## src/rtl/multireceive_pkg.sv

```systemverilog
// Link constants and receiver state encoding shared by multireceive and multisend.
package multireceive_pkg;

  localparam int unsigned SymW          = 3;
  localparam int unsigned MaxSyms       = 11;
  localparam int unsigned IdleCyclesDef = 240000;
  localparam int unsigned SyncStagesDef = 2;
  localparam int unsigned MinHighDef    = 4;

  typedef enum logic [1:0] {
    StIdle,
    StRecv,
    StDone
  } rx_state_e;

endpackage

```

## src/rtl/multireceive_if.sv

```systemverilog
// Link lines from the sender plus the receiver's frame result outputs.
interface multireceive_if;

  logic        in0;
  logic        in1;
  logic        in2;
  logic        controlIn;
  logic [31:0] value;
  logic [3:0]  symCount;
  logic        valid;
  logic        overflow;
  logic        busy;

  modport master (
    output in0, in1, in2, controlIn,
    input  value, symCount, valid, overflow, busy
  );

  modport slave (
    input  in0, in1, in2, controlIn,
    output value, symCount, valid, overflow, busy
  );

endinterface

```

## src/rtl/multireceive_line_sync.sv

```systemverilog
// N-stage flop synchronizer over a bus of independent asynchronous lines.
module line_sync #(
  parameter int unsigned Width  = 4,
  parameter int unsigned Stages = 2
) (
  input  logic             clk,
  input  logic             rst_n,
  input  logic [Width-1:0] d,
  output logic [Width-1:0] q
);

  logic [Width-1:0] stage_q [Stages];

  always_ff @(posedge clk) begin
    if (!rst_n) begin
      for (int i = 0; i < int'(Stages); i++) stage_q[i] <= '0;
    end else begin
      stage_q[0] <= d;
      for (int i = 1; i < int'(Stages); i++) stage_q[i] <= stage_q[i-1];
    end
  end

  assign q = stage_q[Stages-1];

endmodule

```

## src/rtl/multireceive.sv

```systemverilog
// Receiver for the 3-data-line + strobe link: deglitches strobes, assembles
// 3-bit symbols MSB-first and closes a frame after a strobe-idle timeout.
module multireceive
  import multireceive_pkg::*;
#(
  parameter int unsigned SYNC_STAGES = SyncStagesDef,
  parameter int unsigned MIN_HIGH    = MinHighDef,
  parameter int unsigned IDLE_CYCLES = IdleCyclesDef,
  parameter int unsigned MAX_SYMS    = MaxSyms
) (
  input  logic           hwclk,
  input  logic           resetN,
  multireceive_if.slave  bus
);

  localparam int unsigned HiW   = $clog2(MIN_HIGH + 1);
  localparam int unsigned IdleW = (IDLE_CYCLES > 2) ? $clog2(IDLE_CYCLES) : 1;

  localparam logic [HiW-1:0]   HiMax     = HiW'(MIN_HIGH);
  localparam logic [HiW-1:0]   HiAccept  = HiW'(MIN_HIGH - 1);
  localparam logic [IdleW-1:0] IdleLast  = IdleW'(IDLE_CYCLES - 1);
  localparam logic [3:0]       MaxSymsW  = 4'(MAX_SYMS);

  logic [3:0]      raw, synced;
  logic            strobe;
  logic [SymW-1:0] sym;
  logic            accept;

  assign raw = {bus.controlIn, bus.in2, bus.in1, bus.in0};

  line_sync #(
    .Width  (4),
    .Stages (SYNC_STAGES)
  ) u_line_sync (
    .clk   (hwclk),
    .rst_n (resetN),
    .d     (raw),
    .q     (synced)
  );

  assign strobe = synced[3];
  assign sym    = synced[SymW-1:0];

  logic [HiW-1:0] hi_cnt_q, hi_cnt_d;

  // Saturating high-run counter: accept fires once, on the cycle it reaches MIN_HIGH.
  always_comb begin
    hi_cnt_d = hi_cnt_q;
    if (!strobe)                hi_cnt_d = '0;
    else if (hi_cnt_q != HiMax) hi_cnt_d = hi_cnt_q + 1'b1;
  end

  assign accept = strobe && (hi_cnt_q == HiAccept);

  rx_state_e        state_q, state_d;
  logic [31:0]      shift_q, shift_d;
  logic [3:0]       nsyms_q, nsyms_d;
  logic [IdleW-1:0] idle_q, idle_d;
  logic [31:0]      value_q, value_d;
  logic [3:0]       count_q, count_d;
  logic             valid_q, valid_d;
  logic             ovf_q, ovf_d;

  always_comb begin
    state_d = state_q;
    shift_d = shift_q;
    nsyms_d = nsyms_q;
    idle_d  = idle_q;
    value_d = value_q;
    count_d = count_q;
    valid_d = 1'b0;
    ovf_d   = ovf_q;
    unique case (state_q)
      StIdle: begin
        if (accept) begin
          state_d = StRecv;
          shift_d = {{(32-SymW){1'b0}}, sym};
          nsyms_d = 4'd1;
          idle_d  = '0;
        end
      end
      StRecv: begin
        if (strobe) begin
          idle_d = '0;
          if (accept) begin
            // Bits past 32 fall off the top; overflow is judged from nsyms at DONE.
            shift_d = {shift_q[31-SymW:0], sym};
            if (nsyms_q != 4'hf) nsyms_d = nsyms_q + 4'd1;
          end
        end else if (idle_q == IdleLast) begin
          state_d = StDone;
        end else begin
          idle_d = idle_q + 1'b1;
        end
      end
      StDone: begin
        state_d = StIdle;
        if (nsyms_q <= MaxSymsW) begin
          value_d = shift_q;
          count_d = nsyms_q;
          valid_d = 1'b1;
          ovf_d   = 1'b0;
        end else begin
          ovf_d   = 1'b1;
        end
      end
      default: state_d = StIdle;
    endcase
  end

  always_ff @(posedge hwclk) begin
    if (!resetN) begin
      hi_cnt_q <= '0;
      state_q  <= StIdle;
      shift_q  <= '0;
      nsyms_q  <= '0;
      idle_q   <= '0;
      value_q  <= '0;
      count_q  <= '0;
      valid_q  <= 1'b0;
      ovf_q    <= 1'b0;
    end else begin
      hi_cnt_q <= hi_cnt_d;
      state_q  <= state_d;
      shift_q  <= shift_d;
      nsyms_q  <= nsyms_d;
      idle_q   <= idle_d;
      value_q  <= value_d;
      count_q  <= count_d;
      valid_q  <= valid_d;
      ovf_q    <= ovf_d;
    end
  end

  assign bus.value    = value_q;
  assign bus.symCount = count_q;
  assign bus.valid    = valid_q;
  assign bus.overflow = ovf_q;
  assign bus.busy     = (state_q != StIdle);

endmodule

```

## src/flat_wrapper.sv

```systemverilog
// flat-port wrapper written by rule: the top's interface ports become plain ports
module multireceive_flat import multireceive_pkg::*;
#(
  parameter int unsigned SYNC_STAGES = SyncStagesDef,
  parameter int unsigned MIN_HIGH    = MinHighDef,
  parameter int unsigned IDLE_CYCLES = IdleCyclesDef,
  parameter int unsigned MAX_SYMS    = MaxSyms
)
  (hwclk, resetN, bus_in0, bus_in1, bus_in2, bus_controlIn, bus_value, bus_symCount, bus_valid, bus_overflow, bus_busy);
  multireceive_if bus_i ();
  input  logic hwclk;
  input  logic resetN;
  input wire logic [$bits(bus_i.in0)-1:0] bus_in0;
  input wire logic [$bits(bus_i.in1)-1:0] bus_in1;
  input wire logic [$bits(bus_i.in2)-1:0] bus_in2;
  input wire logic [$bits(bus_i.controlIn)-1:0] bus_controlIn;
  output wire logic [$bits(bus_i.value)-1:0] bus_value;
  output wire logic [$bits(bus_i.symCount)-1:0] bus_symCount;
  output wire logic [$bits(bus_i.valid)-1:0] bus_valid;
  output wire logic [$bits(bus_i.overflow)-1:0] bus_overflow;
  output wire logic [$bits(bus_i.busy)-1:0] bus_busy;
  assign bus_i.in0 = bus_in0;
  assign bus_i.in1 = bus_in1;
  assign bus_i.in2 = bus_in2;
  assign bus_i.controlIn = bus_controlIn;
  assign bus_value = bus_i.value;
  assign bus_symCount = bus_i.symCount;
  assign bus_valid = bus_i.valid;
  assign bus_overflow = bus_i.overflow;
  assign bus_busy = bus_i.busy;
  multireceive #(.SYNC_STAGES(SYNC_STAGES), .MIN_HIGH(MIN_HIGH), .IDLE_CYCLES(IDLE_CYCLES), .MAX_SYMS(MAX_SYMS)) u_core (.hwclk(hwclk), .resetN(resetN), .bus(bus_i));
endmodule
```

## config.mk

```make
export PLATFORM = sky130hd
export DESIGN_NAME = multireceive_flat
export DESIGN_NICKNAME = d
export VERILOG_FILES = /design/src/rtl/multireceive_pkg.sv /design/src/rtl/multireceive_if.sv /design/src/rtl/multireceive_line_sync.sv /design/src/rtl/multireceive.sv /design/src/flat_wrapper.sv
export SDC_FILE = /design/constraint.sdc
export NUM_CORES = 1
export LEC_CHECK = 0
export ABC_AREA = 1
export CORE_MARGIN = 1
export CORE_UTILIZATION = 38
export DETAILED_ROUTE_END_ITERATION = 16
export PLACE_DENSITY = 0.69
export SLEW_MARGIN = 30
export SYNTH_ARGS = -nofsm -noshare
export SYNTH_HDL_FRONTEND = slang
export SYNTH_SLANG_ARGS = --single-unit
```

## constraint.sdc

```tcl
create_clock -name hwclk -period 1.4 [get_ports hwclk]
set_clock_uncertainty 0.1 [all_clocks]
set_input_delay 0.14 -clock hwclk [delete_from_list [all_inputs] [get_ports hwclk]]
set_output_delay 0.14 -clock hwclk [all_outputs]
set_load 0.01 [all_outputs]
```

# Yosys cells after proc, flatten, opt, wreduce, memory -nomap -nowiden

Memories as Yosys holds them, arrays and structs flattened.
Index checks and enable logic that the tools add are counted.
W data, S select, Z words.

Output and inout bits: 39
Register bits: 97
Memory bits (writable): 8
Input port bits: 6
Memories: 1

Bitwise gates (word level): 2
Reduce and logical (&&, ||, !) cells: 11
$lt $le $gt $ge: 1
Muxes and demuxes: 23
Eq/ne operators: 13
$add $sub $neg: 3

Memory list:

| memory                     | words | bits a word | read ports | clocked after Yosys merged registers in | wr ports | line                         | text |
|---|---|---|---|---|---|---|---|
| u_core.u_line_sync.stage_q | 2     | 4           | 2          | 0                                       | 2        | multireceive_line_sync.sv:12 | `logic [Width-1:0] stage_q [Stages];` |

Operator list:

| operator                | number |
|---|---|
| $mux W32                | 3 |
| $pmux W32 S2            | 1 |
| $mux W18                | 3 |
| $pmux W18 S2            | 1 |
| $mux W4                 | 6 |
| $add A18 B1 Y18 const B | 1 |
| $eq A18 B18 Y1 const B  | 1 |
| $ne A2 B1 Y1 const B    | 5 |
| $pmux W4 S2             | 1 |
| $mux W2                 | 3 |
| $reduce_and A2 Y1       | 3 |
| $reduce_and A3 Y1       | 2 |
| $reduce_and A5 Y1       | 1 |
| $add A4 B1 Y4 const B   | 1 |
| $le A4 B4 Y1 const B    | 1 |
| $mux W1                 | 4 |
| $ne A4 B4 Y1 const B    | 1 |
| $pmux W2 S2             | 1 |
| $reduce_and A4 Y1       | 1 |
| $reduce_bool A2 Y1      | 2 |
| $add A3 B1 Y3 const B   | 1 |
| $eq A3 B2 Y1 const B    | 1 |
| $ne A3 B2 Y1 const B    | 1 |
| $ne A3 B3 Y1 const B    | 1 |
| 6 further kinds         | 7 |

# Depth between registers and ports, before layout

Gate-level depths: netlist of the first run.

Depth after elaboration: 5
Gate-level depth with buffers: 11

# By module

A second synthesis of the first run with hierarchy kept.

Cells, all modules: 590
Area, all modules: 4356.7 sq um

By module, submodules not included:

| module       | cells an instance | area each (sq um) | times used |
|---|---|---|---|
| multireceive | 561               | 4101.4            | 1 |
| line_sync    | 29                | 255.2             | 1 |

# Worst setup path before layout of the first run

OpenSTA, ideal clock, no wires.

Path kind: flip-flop to flip-flop
From: register u_core.hi_cnt_q[0]
To: register u_core.shift_q[10]
Cell stages (with the launch flop): 9
Library setup time: 71 ps
Path buffers: 1
Arrival: 1396 ps
Clock period less this slack: 1567 ps
Slack: -167 ps
Cell sequence: dfxtp_1 > ha_1 > ha_1 > nand2_1 > inv_1 > nand2_1 > clkbuf_1 > nand2_1 > a21oi_1

Longest elaborated chain between the ends: 4
Elaborated cells on any way between the ends: 5
Classes of those cells: 3 x eq/ne; 2 x reduce/logical

Ends and longest elaborated chain:

| element                                | line                | text |
|---|---|---|
| start: declaration                     | multireceive.sv:44  | `logic [HiW-1:0] hi_cnt_q, hi_cnt_d;` |
| start signal: assignment               | multireceive.sv:123 | `hi_cnt_q <= hi_cnt_d;` |
| $eq A3 B2 Y1 (*)                       | multireceive.sv:53  | `assign accept = strobe && (hi_cnt_q == HiAccept);` |
| $logic_and A1 B1 Y1 (*)                | multireceive.sv:53  |  |
| $ne A2 B1 Y1 (no source line)          | --                  |  |
| $reduce_and A4 Y1 (no source line) (*) | --                  |  |
| end signal: assignment                 | multireceive.sv:125 | `shift_q <= shift_d;` |
| end: declaration                       | multireceive.sv:56  | `logic [31:0] shift_q, shift_d;` |

Mark *: on every way between the ends. The rest lies on a longest branch, timed or not.
A chain may end at the register's enable or synchronous reset.

# Final worst setup path of the first run

From: register u_core.hi_cnt_q[0]
To: register u_core.shift_q[16]

The elaborated chain is that of the path after synthesis.

==> flow_metrics.py, run 1 <==
metrics = {
    "critical_path": {
        "end_kind": "register",
        "path_class": "register to register",
        "cp-start-kind": "register",
        "timing.reg2reg.setup_slack_ps": -240,
        "worstPathRequired_ps": 1570,
        "reg2reg_depth": 9,
        "r2r_end": "u_core.shift_q[16]",
        "crit_fanout": 7,
        "arrival_ps": 1820,
        "r2r-start": "u_core.hi_cnt_q[0]",
    },
    "hold_path": {
        "holdPathStages": 4,
        "hold_class": "input port to register",
        "hold_end": "u_core.u_line_sync.stage_q[0][4]",
        "min-delay-start": "resetN",
    },
    "route": {
        "drc": 0,
        "postRouteAntennaNets": 0,
        "via_count": 4588,
        "wl_um": 14100,
        "avgRoutedWirePerCell_um": 15.8,
        "first_pass_iters": 4,
        "first_iter_violations": 213,
        "viasPerCell": 5.14,
    },
    "synth": {
        "ys.flop_type": "dfxtp_1",
        "synth_top_area_share_pct": 48.0,
        "yosysWarnings": 0,
        "ys_seq_elements": 105,
        "synth-edff-count": 0,
        "ys_top_cells_by_area": "dfxtp_1 48%, nand2_1 17%, nand3_1 8.2%",
        "syn_inst": 604,
        "syn_nets": 615,
        "synth_cell_type_count": 31,
        "synth_top_cell_by_area": "dfxtp_1",
        "async_flop_share_pct": 0,
        "syn_avg_cell_area_um2": 7.25,
        "ys_seq_area_share_pct": 48.0,
        "synth_area_mm2": 0.00438,
    },
    "power": {
        "clkPwrFrac_pct": 43.3,
        "share_comb_of_total_power_pct": 2.3,
        "internal_power_w": 0.00429,
        "ir_drop_uv": 747,
        "p_leak_nw": 3.28,
        "p_sw_share_pct": 22.1,
        "pwr-share-seq_pct": 54.4,
        "power.density_mw_per_mm2": 803,
        "switchingPower_w": 0.00122,
    },
    "timing": {
        "drv_slew": 0,
        "fin_crit_sh_pct": 117,
        "max_freq_mhz": 609,
        "min_period_ps": 1640,
        "relSlewSlack_pct": 68.2,
        "setup_viol": 70,
        "layout_setup_ws_ps": -242,
        "worst_pin_slew_ps": 478,
        "timing.setup.tns_ps": -10340,
        "rsz0062_at_grt": "true",
        "hold_viol_final": 0,
    },
    "outcome": {
        "outcome": "complete, but fails checks",
        "violations": "setup timing",
    },
    "grt": {
        "grt_first_pass_wirelength_um": 21100,
        "grtUsageMet2_pct": 42.0,
        "busiest_layer": "met2",
        "grt_pass1_vias": 4408,
        "grt_max_degree": 38,
        "grt_overflow": 0,
        "gr-usage-met1_pct": 26.3,
        "met3_usage_pct": 4.74,
        "antenna_found_initial": 0,
        "grt_usage_pct": 23.2,
    },
    "floorplan": {
        "die_w_um": 109,
        "num_io_pins": 45,
        "initial_core_util_pct": 39.7,
        "rows": 38,
        "die_area_mm2": 0.0120,
        "die_h_um": 109,
        "core-area_mm2": 0.0110,
    },
    "placed_design": {
        "place_ws_ps": -251,
        "hpwl_um": 8100,
        "portBuffers": 44,
        "gp_congestion": 0.907,
    },
    "run": {
        "maxCapViolations": 0,
    },
    "cts": {
        "cts_tree": "done",
        "htree_levels": 3,
        "clk_latency_ps": 350,
        "clk_pin_slew_ps": 70,
        "clock_path_buffers": 2,
        "numCtsBuffers": 9,
        "cts_root_buf": "clkbuf_16",
        "cts.sinks": 105,
    },
    "final_layout": {
        "seq_area_mm2": 0.00212,
        "area_delta_synth_final_pct": 56.7,
        "insertedDiodeCount": 0,
        "num-fill-cells": 926,
        "multi_input_area_mm2": 0.00247,
        "fin_nets": 760,
        "drive_gt1_share_pct": 37.6,
    },
}
[registers in the layout, indices dropped and copies added, names as in the netlist]
signal	flops
u_core.nsyms_q	4
u_core.idle_q	18
u_core.shift_q	32
u_core.bus.symCount	4
u_core.u_line_sync.stage_q	8
u_core.state_q	2
u_core.bus.overflow	1
u_core.bus.value	32
u_core.bus.valid	1
u_core.hi_cnt_q	3
[cell usage after synthesis, types with 2 or more instances]
cell and count:
ha_1 5, nand3_2 2, nand3_1 72, nand4_1 13, nand2_4 2, nand2_1 198
dfxtp_1 105, a21oi_1 50, o21ai_1 7, nor2_4 4, buf_1 5, buf_2 6
buf_4 4, inv_1 49, nand2_2 4, clkbuf_1 9, nor2_1 36, inv_2 7
o21ai_0 9, a211oi_1 2, nor3_1 5
[cells by family after synthesis]
logic type / count (synthesis) / share of synthesized area (%)
AND/OR/NAND/NOR: 340 / 34.0
flip-flops: 105 / 48.0
AO/OA/AOI/OAI: 71 / 8.40
adder cells (fa/ha/maj): 5 / 1.43
buffers and inverters: 83 / 8.17
[power groups by stage]
stage	sequential (W)	combinational (W)	clock, W
global placement	0.00307	0.000106	0
finish	0.00300	0.000126	0.00239
global route	0.00300	0.000135	0.00254
detailed placement	0.00307	0.000107	0
floorplan	0.00307	0.0000581	0
CTS	0.00300	0.000113	0.00244
[critical path, cell delays in order (launching register included)]
cell,delay [ps]
dfxtp_2,350
ha_4,140
ha_4,120
nand2_4,60
buf_6,120
nor2_4,180
buf_4,170
buf_16,120
nand2_1,60
a21oi_1,150
[layout by cell type, fill, tap and decap left out, types with 2 or more instances in the layout]
cell	count
a21oi_1	35
a21oi_2	16
buf_12	11
buf_16	4
buf_2	2
buf_4	82
buf_6	16
clkbuf_16	12
clkdlybuf4s50_1	4
clkinv_2	2
clkinv_4	2
dfxtp_1	92
dfxtp_2	12
dlygate4sd2_1	38
ha_4	4
inv_1	39
inv_2	12
inv_4	5
nand2_1	146
nand2_2	33
nand2_4	24
nand3_1	56
nand3_2	16
nand3_4	2
nand4_1	13
nor2_1	27
nor2_2	7
nor2_4	7
nor3_1	4
nor3_4	2
o21ai_0	4
o21ai_1	7
o21ai_2	3
o21ai_4	2
[routing by layer]
metal,routed length [µm],vias to the layer above
met1,5470,2206
met4,391,0
met2,7560,111
li1,-,2239
met3,669,32
met5,0,-
[area by class of cell]
class | instances | area share, %
multi-input cells | 416 | 36.0
clock inverters | 5 | 0.638
well taps | 140 | 2.55
repair buffers | 160 | 23.1
inverters | 57 | 3.30
clock buffers | 10 | 3.48
flip-flops and latches | 105 | 30.9
[worst max path at each step]
stage	from	endpoint
2_1_floorplan	u_core.idle_q[1]	u_core.idle_q[3]
3_3_place_gp	u_core.idle_q[1]	u_core.idle_q[8]
3_5_place_dp	u_core.hi_cnt_q[0]	u_core.idle_q[8]
4_1_cts	u_core.hi_cnt_q[0]	u_core.shift_q[17]
5_1_grt	u_core.state_q[0]	u_core.shift_q[25]
6_report	u_core.hi_cnt_q[0]	u_core.shift_q[16]
[repair_timing]
action | 4_1_cts | 5_1_grt
hold buffers | 0 | 0
gates cloned | 8 | 3
buffers inserted | 27 | 7
endpoints found under the setup margin | 131 | 93
pin swaps | 26 | 29
resized for setup | 124 | 108
[metrics by stage]
| step | power (W) | utilization, % | std cells | hold WS (ps) | cell area (µm²) |
|---|---|---|---|---|---|
| 2_1_floorplan | 0.00313 | - | 604 | 138 | 4460 |
| 3_3_place_gp | 0.00317 | 50.6 | 840 | 295 | 5580 |
| 6_report | 0.00551 | 62.2 | 893 | 157 | 6860 |
| 5_1_grt | 0.00568 | 62.2 | 893 | 155 | 6860 |
| 4_1_cts | 0.00555 | 58.8 | 889 | 138 | 6490 |
| 3_5_place_dp | 0.00318 | 50.6 | 840 | 300 | 5580 |
Power figures use the tool's default switching activity.
==> inputs of run 2 (changes only) <==
- CTS_CLUSTER_DIAMETER: default -> 200
==> results of run 2 <==
Final layout, timing and power as in run 1 (identical DEF).
==> inputs of run 3 (changes only) <==
- PLACE_DENSITY: 0.69 -> 0.59
==> run 3 against run 2 <==
Against the previous run:
- the flow still finishes with violations (setup timing)
- wire length fell by 13%
- hold slack got worse by 49 ps
- largest cell class unchanged
- critical path depth rose by 1
- register-to-register slack improved by 80 ps
- critical endpoint is now u_core.idle_q[6]
- design area fell by 4.6%
- power rose by 1.2%
- clock power rose by 3%
- maximum frequency rose by 5.0%
==> flow_metrics.py, run 3 (synthesis gave the netlist of run 1 again) <==
metrics = {
    "cts": {
        "cts_hold_buf": 0,
        "clk_latency_ps": 350,
        "htree_levels": 3,
        "cts_root_buf": "clkbuf_16",
        "clock_path_buffers": 2,
        "cts.sinks": 105,
        "numCtsBuffers": 9,
        "cts_tree": "done",
        "clk_pin_slew_ps": 80,
    },
    "final_layout": {
        "fin_nets": 741,
        "final_common_cell": "nand2_1",
        "mostFrequentLayoutCells": "157 x nand2_1, 92 x dfxtp_1, 72 x buf_4",
        "drive_gt1_share_pct": 33.7,
        "area_delta_synth_final_pct": 49.6,
        "insertedDiodeCount": 0,
        "final_cell_area_mm2": 0.00655,
        "utilization_pct": 59.4,
    },
    "critical_path": {
        "slowest_stage": "dfxtp_2",
        "cp-start-kind": "register",
        "crit_fanout": 6,
        "crit_family": "simple AND/OR/NAND/NOR gates",
        "path_class": "register to register",
        "arrival_ps": 1750,
        "worstPathRequired_ps": 1590,
        "end_kind": "register",
        "r2r_end": "u_core.idle_q[6]",
        "cpPeakStageDelay_ps": 350,
        "path_buf_inv": 2,
        "crit_chain": "ha_4, nand2_4, inv_2, nand2_4, nor2_4, nand3_2, nand2_4, buf_6, nand3_2, a21oi_2",
        "critical_path.most_common_cell": "nand2_4",
        "timing.reg2reg.setup_slack_ps": -160,
        "reg2reg_depth": 10,
        "r2r-start": "u_core.idle_q[1]",
    },
    "route": {
        "postRouteAntennaNets": 0,
        "viasPerCell": 5.00,
        "avgRoutedWirePerCell_um": 14.0,
        "first_pass_iters": 5,
        "drc": 0,
        "via_count": 4375,
        "wl_um": 12300,
        "first_iter_violations": 164,
    },
    "timing": {
        "drv_slew": 0,
        "relSlewSlack_pct": 77.3,
        "max_freq_mhz": 639,
        "rsz0062_at_grt": "true",
        "setup_viol": 65,
        "fin_crit_sh_pct": 112,
        "layout_setup_ws_ps": -164,
        "hold_viol_final": 0,
        "worst_pin_slew_ps": 338,
        "min_period_ps": 1560,
    },
    "power": {
        "power.density_mw_per_mm2": 852,
        "ir_drop_uv": 519,
        "p_leak_nw": 3.05,
    },
    "hold_path": {
        "hold_class": "input port to register",
        "min-delay-start": "resetN",
        "hold_end": "u_core.u_line_sync.stage_q[0][6]",
        "holdPathStages": 4,
    },
    "grt": {
        "antenna_found_initial": 0,
        "grt_usage_pct": 20.7,
        "grt_pass1_vias": 4061,
        "grt_max_degree": 37,
        "grt_first_pass_wirelength_um": 19000,
        "grt_overflow": 0,
    },
    "placed_design": {
        "dpl-instance-area_mm2": 0.00555,
        "hpwl_um": 8060,
        "gp_congestion": 0.918,
        "place_ws_ps": -169,
        "portBuffers": 44,
    },
    "floorplan": {
        "num_io_pins": 45,
        "die_h_um": 109,
        "die_area_mm2": 0.0120,
        "die_w_um": 109,
        "initial_core_util_pct": 39.7,
        "rows": 38,
        "core-area_mm2": 0.0110,
    },
    "outcome": {
        "outcome": "complete, but fails checks",
        "violations": "setup timing",
    },
    "run": {
        "maxCapViolations": 0,
    },
}
## run 3: worst max-delay path by stage
stage	from	end	slack [ps]	cells past startpoint
5_1_grt	u_core.idle_q[1]	u_core.idle_q[9]	-250	10
4_1_cts	u_core.idle_q[0]	u_core.idle_q[4]	-130	10
3_5_place_dp	u_core.hi_cnt_q[0]	u_core.shift_q[13]	-170	7
6_report	u_core.idle_q[1]	u_core.idle_q[6]	-160	10
2_1_floorplan	u_core.idle_q[1]	u_core.idle_q[3]	-60	10
3_3_place_gp	u_core.idle_q[7]	u_core.idle_q[16]	-130	8
## run 3: where the power goes
| part | total, W | leakage, nW | internal (W) | switching, W |
|---|---|---|---|---|
| Sequential | 0.00300 | 0.854 | 0.00300 | 0.00000678 |
| Clock | 0.00246 | 0.129 | 0.00124 | 0.00122 |
| Combinational | 0.000113 | 2.07 | 0.0000370 | 0.0000758 |
## run 3: final cells by class
type	count	area, µm²
clock inverter	7	66.3
fill	1009	4480
timing repair buffer	141	1370
clock buffer	9	225
multi-input combinational	416	2370
tap	140	175
inverter	57	224
sequential	105	2120
## run 3: layer usage
metal	up-vias	share of wire, %	track usage, %
met3	22	3.3	3.50
met1	2070	43	25.3
li1	2200	-	-
met4	0	2.3	7.52
met2	83	52	36.3
met5	-	0	0
## run 3: worst register-to-register path, cell delays in order, from the launching register on
cell and delay, ps:
dfxtp_2 350, ha_4 150, nand2_4 70, inv_2 70, nand2_4 50, nor2_4 120, nand3_2 100, nand2_4 150
buf_6 150, nand3_2 70, a21oi_2 110
## run 3: metrics by stage
step | total power [W] | hold slack, ps | setup TNS, ps | cells
final | 0.00558 | 108 | -4060 | 875
after global routing | 0.00580 | 112 | -10070 | 875
after CTS | 0.00563 | 104 | -3080 | 865
after detailed placement | 0.00318 | 303 | -6940 | 838
after global placement | 0.00317 | 298 | -5240 | 838
after floorplan | 0.00313 | 138 | -988 | 604
## run 3: timing repair
item / CTS / global route
pin swaps: 19 / 28
resized for setup: 98 / 88
setup buffers: 9 / 5
cloned: 2 / 5
endpoints found under the setup margin: 129 / 79
